==> config.mk <==
export PLATFORM = sky130hd
export DESIGN_NAME = mem_arbiter
export DESIGN_NICKNAME = d
export VERILOG_FILES = /design/src/rtl/mem_arbiter.sv
export SDC_FILE = /design/constraint.sdc
export NUM_CORES = 1
export LEC_CHECK = 0
export ABC_AREA = 1
export CORE_AREA = 2 2 116 118
export DETAILED_ROUTE_END_ITERATION = 6
export DIE_AREA = 0 0 118 120
export GPL_TIMING_DRIVEN = 0
export SLEW_MARGIN = 0
export SYNTH_ARGS = -nofsm -noshare
export SYNTH_HDL_FRONTEND = slang
export SYNTH_SLANG_ARGS = --single-unit
==> constraint.sdc <==
create_clock -name clk -period 2.9 [get_ports clk]
set_input_delay 0.58 -clock clk [delete_from_list [all_inputs] [get_ports clk]]
set_output_delay 0.58 -clock clk [all_outputs]
set_load 0.02 [all_outputs]
==> src/rtl/mem_arbiter.sv <==
// Purpose : two-port arbiter (port 0 CPU, port 1 DMA) in front of one memory,
//           with burst-limited tenures, lock extension and tie fairness.
// Latency : request-to-grant is one cycle from IDLE; the tenure handoff has no idle bubble.
// Backpressure: a port stalls while gntN=0; the memory path is combinational.
// Ports   : clk, reset (sync, active-high); req/lock/we/adr/wd per port in;
//           gnt/rd per port out; mem_we/mem_adr/mem_wd to memory, mem_rd from
//           memory; owner = registered state for debug.
module mem_arbiter #(
  parameter int MAXBURST = 4  // legal 1..15
) (
  input  logic        clk,
  input  logic        reset,
  input  logic        req0,
  input  logic        req1,
  input  logic        lock0,
  input  logic        lock1,
  input  logic        we0,
  input  logic        we1,
  input  logic [31:0] adr0,
  input  logic [31:0] adr1,
  input  logic [31:0] wd0,
  input  logic [31:0] wd1,
  output logic        gnt0,
  output logic        gnt1,
  output logic [31:0] rd0,
  output logic [31:0] rd1,
  output logic        mem_we,
  output logic [31:0] mem_adr,
  output logic [31:0] mem_wd,
  input  logic [31:0] mem_rd,
  output logic [1:0]  owner
);

  typedef enum logic [1:0] {
    IDLE = 2'b00,
    OWN0 = 2'b01,
    OWN1 = 2'b10
  } state_t;

  // bcnt value of the last cycle a tenure may take when the other port waits.
  localparam logic [3:0] BCNT_LAST = 4'(MAXBURST - 1);

  state_t     state_q;
  logic [3:0] bcnt_q;   // granted cycles so far in this tenure, saturating
  logic       last_q;   // port that most recently entered a tenure

  // Single FSM block. Every entry into OWNn clears bcnt and records n in
  // last, so a later tie from IDLE goes to the other port.
  always_ff @(posedge clk) begin
    if (reset) begin
      state_q <= IDLE;
      bcnt_q  <= 4'd0;
      last_q  <= 1'b1;   // port 0 wins the first tie
    end else begin
      case (state_q)
        IDLE: begin
          if (req0 && (!req1 || last_q)) begin
            state_q <= OWN0;
            bcnt_q  <= 4'd0;
            last_q  <= 1'b0;
          end else if (req1) begin
            state_q <= OWN1;
            bcnt_q  <= 4'd0;
            last_q  <= 1'b1;
          end
        end

        OWN0: begin
          if (req0) begin
            // Hand over only at the burst limit, without a lock, and only
            // when the other port actually wants the memory.
            if (!lock0 && (bcnt_q == BCNT_LAST) && req1) begin
              state_q <= OWN1;
              bcnt_q  <= 4'd0;
              last_q  <= 1'b1;
            end else if (bcnt_q != BCNT_LAST) begin
              bcnt_q <= bcnt_q + 4'd1;
            end
          end else if (req1) begin
            state_q <= OWN1;
            bcnt_q  <= 4'd0;
            last_q  <= 1'b1;
          end else begin
            state_q <= IDLE;
            bcnt_q  <= 4'd0;
          end
        end

        OWN1: begin
          if (req1) begin
            if (!lock1 && (bcnt_q == BCNT_LAST) && req0) begin
              state_q <= OWN0;
              bcnt_q  <= 4'd0;
              last_q  <= 1'b0;
            end else if (bcnt_q != BCNT_LAST) begin
              bcnt_q <= bcnt_q + 4'd1;
            end
          end else if (req0) begin
            state_q <= OWN0;
            bcnt_q  <= 4'd0;
            last_q  <= 1'b0;
          end else begin
            state_q <= IDLE;
            bcnt_q  <= 4'd0;
          end
        end

        default: begin
          state_q <= IDLE;
          bcnt_q  <= 4'd0;
        end
      endcase
    end
  end

  // Grants come from the registered owner qualified by the live request.
  // Reset masks them so an aborted tenure cannot issue a write in the very
  // cycle reset is applied.
  assign gnt0 = !reset && (state_q == OWN0) && req0;
  assign gnt1 = !reset && (state_q == OWN1) && req1;

  // Memory-side mux; all zero when nobody is granted so a stray we on a
  // waiting port never reaches the memory.
  always_comb begin
    mem_we  = 1'b0;
    mem_adr = 32'd0;
    mem_wd  = 32'd0;
    if (gnt0) begin
      mem_we  = we0;
      mem_adr = adr0;
      mem_wd  = wd0;
    end else if (gnt1) begin
      mem_we  = we1;
      mem_adr = adr1;
      mem_wd  = wd1;
    end
  end

  // Read data is broadcast; each port only consumes it when granted.
  assign rd0 = mem_rd;
  assign rd1 = mem_rd;

  // Debug view of the registered state, forced to IDLE while reset is held.
  assign owner = reset ? 2'b00 : state_q;

`ifndef SYNTHESIS
  a_gnt_onehot : assert property (@(posedge clk) !(gnt0 && gnt1));
  a_idle_quiet : assert property (@(posedge clk) (!gnt0 && !gnt1) |-> !mem_we);
`endif

endmodule

# After elaboration in Yosys (flattened, before gate mapping)
# Cells that the tools add are included.
[totals]
reg_bits = 7
input_bits = 168
output_inout_bits = 133
word_cells = 62
[op_classes]
n_addsub = 1
eq_ne = 8
n_mux = 32
n_reduce_logical = 18
[op_table]
columns = ["cell", "n"]
rows = [
  ["32-bit 2-to-1 mux", 4],
  ["4-bit 2-to-1 mux", 7],
  ["2-bit 2-to-1 mux", 8],
  ["3-bit != test, second input constant", 4],
  ["4-bit case mux with 3 select lines", 1],
  ["1-bit 2-to-1 mux", 10],
  ["1-bit logical AND", 9],
  ["2-bit case mux with 3 select lines", 1],
  ["4-bit by 1-bit adder with 4-bit output, second input constant", 1],
  ["4-bit by 2-bit == test with 1-bit output, second input constant", 1],
  ["1-bit zero test", 4],
  ["4-bit by 2-bit != test with 1-bit output, second input constant", 1],
  ["4-bit AND reduction", 1],
  ["1-bit case mux with 3 select lines", 1],
  ["3-bit AND reduction", 1],
  ["3-bit nonzero test", 1],
  ["2-bit by 1-bit == test with 1-bit output, second input constant", 1],
  ["2-bit == test, second input constant", 1],
  ["2-bit zero test", 1],
  ["1-bit logical OR", 1],
]

# Logic depth before layout (Yosys ltp)
[logic_depth]
ltp_word = 6
ltp_mapped = 11

# Least setup slack after synthesis
# OpenSTA, ideal clock, no wires.
[synth_timing]
path_type = "input -> output"
from = "in reset"
to = "out mem_adr[0]"
arrival_time_ns = 1.443
required_ns = 2.320
setup_slack_ns = 0.877
cell_stages = 6
path_cell_list = "buf_2 > nor2_1 > buf_4 > buf_2 > nand3_1 > nand2_1"
[synth_between]
elab_chain_cells = 5
elab_cells_between_ends = 7
cone_classes = "mux (2); reduce/logical (5)"
[synth_lines]
columns = ["item", "line_no", "rtl"]
rows = [
  ["start: declaration", "12", "input logic reset,"],
  ["1-bit zero test (*)", "119, 120", ""],
  ["1-bit logical AND (2 in a row)", "120", "assign gnt1 = !reset && (state_q == OWN1) && req1;"],
  ["32-bit 2-to-1 mux", "132", "end else if (gnt1) begin"],
  ["32-bit 2-to-1 mux (*)", "128", "if (gnt0) begin"],
  ["end: declaration", "28", "output logic [31:0] mem_adr,"],
]
# Every way passes the cells marked *; elsewhere a longest branch is shown, timed or not.

# Worst setup path in the final report
[layout_timing]
from = "in req1"
to = "out mem_adr[5]"
[layout_between]
elab_chain_cells = 3
[layout_lines]
columns = ["item", "line_no", "rtl"]
rows = [
  ["start: declaration", "14", "input logic req1,"],
  ["1-bit logical AND", "120", ""],
  ["32-bit 2-to-1 mux", "132", ""],
  ["32-bit 2-to-1 mux", "128", ""],
]
# Every way passes these cells.

==> out/results.txt <==
Initial antenna violation count: 0
Final Cell Area: 0.004833 mm^2
Routed vias/inst: 3.939
R2R Path End: bcnt_q[0]$_SDFFE_PP0P_
Synth area leaders: sky130_fd_sc_hd__nand2_1 31%, sky130_fd_sc_hd__buf_4 27%, sky130_fd_sc_hd__nand3_1 18%, sky130_fd_sc_hd__dfxtp_1 7.1%, sky130_fd_sc_hd__inv_1 3.4%
Area of placed instances: 0.004873 mm^2
Static Leakage: 2.522 nW
Cell with the largest stage delay on the worst path: sky130_fd_sc_hd__clkdlybuf4s50_1
Top cell type's share of synthesized area: 0.3089
Final setup viols: 0
Count of state elements after synthesis: 7
Clock slew at the register clock pins of the worst setup and hold paths: 0.04 ns
Count of TritonRoute iterations in the first routing pass: 4
Die width: 118 um
Critical path's most frequent cell: sky130_fd_sc_hd__nand2_1
Register-to-Register Setup Slack: 1.36 ns
Post-Route Hold Slack: 0.4511 ns
Share of cells above drive strength 1: 0.1846
Die Y: 120 um
Vias in the first global route: 3,126
Cell chain of the critical path: clkdlybuf4s50_1 > nand2_1 > nor2_2 > buf_6 > clkbuf_4 > nand3_1 > nand2_1 > clkdlybuf4s15_1
Placeable core area: 0.01298 mm^2
Die area: 0.01416 mm^2
RSZ-0062 raised after global routing: false
Buf+Inv Stages, Crit Path: 4
Library cell with the largest summed area after synthesis: sky130_fd_sc_hd__nand2_1
Gate count after technology mapping: 379
Total global-route track usage: 0.1381
Fin. max-slew vios: 0
Synth cell types: 16
Worst Slack Setup Final: 0.1147 ns
Startpoint of the worst register-to-register path: state_q[0]$_SDFFE_PP0P_
Clock latency on the worst-skew pair: 0.24 ns
Element type at the critical path start: input port
Cell area after synthesis: 0.001981 mm^2
CTS tree: yes
Actual transition at the worst max-transition pin: 0.2913 ns
Maximum number of pins on one net before global-route repair: 11
Area occupied by registers: 140.1 um^2
Area overhead of the layout relative to synthesis: 144.0%
Worst slack, placed: -0.4123 ns
Count of buffers from port buffering: 267
Hold endpoint: last_q$_SDFFE_PP1P_
I/O pin count: 301
Wirelength per Cell: 13.18 um
Final Hold Viols: 0
Starting utilization of the core area: 0.1526
Max-Cap Viols: 0
Placed wire-length estimate: 9.246 mm
Final worst clock skew: 0.004224 ns
Headroom to the max-slew limit: 0.8051
Avg Cell Area, Syn: 5.226 um^2
Max rail drop VDD: 0.0002554 V
Portion of the clock cycle consumed by the worst path in the final layout: 0.9604
Combined area of the multi-input logic cells: 0.001174 mm^2
R2r worst-path depth: 10
H-tree levels: 1
Kind of path behind the tightest hold check: reg2reg
Kind of critical path: in2out
Overall power: 0.001713 W
Clock sinks: 7
Final-stage net count: 824
Fmax achieved: 0.3590 GHz
Global placement routability congestion: 0.8281
Wire length of the first global-routing pass: 16.16 mm
Routed via count: 3,254
Drt initial violations: 107
Cells on Worst Hold Path: 2
Wirelength, routed: 10.89 mm
Max Buffers Root-to-Sink: 2
Hold Startpoint: last_q$_SDFFE_PP1P_
Std cell rows: 42
Hold_buf cts: 0
Largest fanout of any net on the critical path: 10
Number of fillers in the final layout: 1,403
CP max stage delay: 0.53 ns
Summed negative setup slack over all endpoints: 0 ns
Aggregate global routing overflow: 0
Required time reported for the critical path endpoint: 2.32 ns
DRC violations left: 0
Crit path arrival time: 2.21 ns
Cell Pwr Density: 354.5 mW/mm^2
Status: finished clean
Critical path capture point type: output pin
Clock root buffer: sky130_fd_sc_hd__clkbuf_16
Minimum clock period: 2.785 ns
Number of buffers created by CTS: 3
Yosys warnings: 0
Antenna cell count: 0
Gate family responsible for the most delay along the worst path: buffers and inverters
Total nets after synthesis: 552
Remaining antenna violation count after routing: 0
Sequential fraction of the synthesis area: 0.07075
final cells by class:
cell class | count | area share
inverter | 18 | 0.01398
sequential | 7 | 0.02899
tap | 176 | 0.04556
timing repair buffer | 267 | 0.5203
clock buffer | 4 | 0.01631
multi-input combinational | 268 | 0.2428
buffer | 86 | 0.1320
worst max path at each step:
stage | endpoint | slack [ns] | cells after the start | start
after floorplan | mem_adr[0] | 0.88 | 6 | reset
after global placement | mem_wd[9] | -0.39 | 7 | req1
after detailed placement | mem_wd[7] | -0.41 | 7 | req0
after CTS | mem_wd[30] | -0.004 | 8 | req0
after global routing | mem_adr[20] | 0.002 | 8 | req1
final | mem_adr[5] | 0.11 | 8 | req1
placed cells by master (no fill, tap or decap):
master	Yosys	routed
sky130_fd_sc_hd__a21oi_1	5	5
sky130_fd_sc_hd__a31oi_1	1	1
sky130_fd_sc_hd__buf_2	13	5
sky130_fd_sc_hd__buf_4	70	74
sky130_fd_sc_hd__buf_6	0	2
sky130_fd_sc_hd__clkbuf_1	3	1
sky130_fd_sc_hd__clkbuf_16	0	3
sky130_fd_sc_hd__clkbuf_2	0	27
sky130_fd_sc_hd__clkbuf_4	0	4
sky130_fd_sc_hd__clkdlybuf4s15_1	0	13
sky130_fd_sc_hd__clkdlybuf4s50_1	0	200
sky130_fd_sc_hd__dfxtp_1	7	7
sky130_fd_sc_hd__dlygate4sd2_1	0	26
sky130_fd_sc_hd__dlymetal6s2s_1	0	2
sky130_fd_sc_hd__ha_1	5	5
sky130_fd_sc_hd__inv_1	18	18
sky130_fd_sc_hd__nand2_1	163	163
sky130_fd_sc_hd__nand2_2	2	2
sky130_fd_sc_hd__nand3_1	71	71
sky130_fd_sc_hd__nor2_1	12	11
sky130_fd_sc_hd__nor2_2	1	2
sky130_fd_sc_hd__nor2_4	1	1
sky130_fd_sc_hd__nor3_1	1	1
sky130_fd_sc_hd__o21ai_0	6	6
metrics by stage:
step                cells    util
global route          826  0.3724
finish                826  0.3724
CTS                   826  0.3783
detailed placement    822  0.3755
global placement      822  0.3755
floorplan             379       -
cells by family after synthesis:
group | Yosys count | share of synthesized area
flops | 7 | 0.07075
fa+ha+maj | 5 | 0.03159
compound gates | 12 | 0.03095
simple gates | 251 | 0.5287
buf+inv | 104 | 0.3380
worst min-delay path, stage by stage, from the launching register on:
cell	delay, ns
sky130_fd_sc_hd__dfxtp_1	0.32
sky130_fd_sc_hd__nand2_1	0.05
sky130_fd_sc_hd__nand3_1	0.05
metal layers:
layer | global-route usage | vias to the layer above | part of all wire
li1 | - | 1661 | -
met1 | 0.1599 | 1433 | 0.40
met2 | 0.2729 | 158 | 0.53
met3 | 0.02471 | 2 | 0.062
met4 | 0.009789 | 0 | 0.0019
met5 | 0 | - | 0
synthesized netlist by cell type:
library cell	n
sky130_fd_sc_hd__buf_4	70
sky130_fd_sc_hd__nand2_1	163
sky130_fd_sc_hd__nor2_1	12
sky130_fd_sc_hd__o21ai_0	6
sky130_fd_sc_hd__nand3_1	71
sky130_fd_sc_hd__dfxtp_1	7
sky130_fd_sc_hd__nor2_4	1
sky130_fd_sc_hd__clkbuf_1	3
sky130_fd_sc_hd__a21oi_1	5
sky130_fd_sc_hd__nor3_1	1
sky130_fd_sc_hd__a31oi_1	1
sky130_fd_sc_hd__nor2_2	1
sky130_fd_sc_hd__inv_1	18
sky130_fd_sc_hd__ha_1	5
sky130_fd_sc_hd__buf_2	13
sky130_fd_sc_hd__nand2_2	2
where the power goes:
group,internal [W],switching (W)
Combinational,0.000602,0.000731
Clock,0.000183,0.0000571
Sequential,0.000123,0.0000175
what timing repair did:
item                       in CTS  in global routing
setup endpoints to repair      65                 52
pin swaps                       0                  0
buffers inserted                0                  0
gates resized for setup        83                 65
registers in the layout (all words and copies together), names as in the netlist:
register	count
state_q	2
last_q	1
bcnt_q	4
Note: power is estimated with default switching activity, not from simulation.
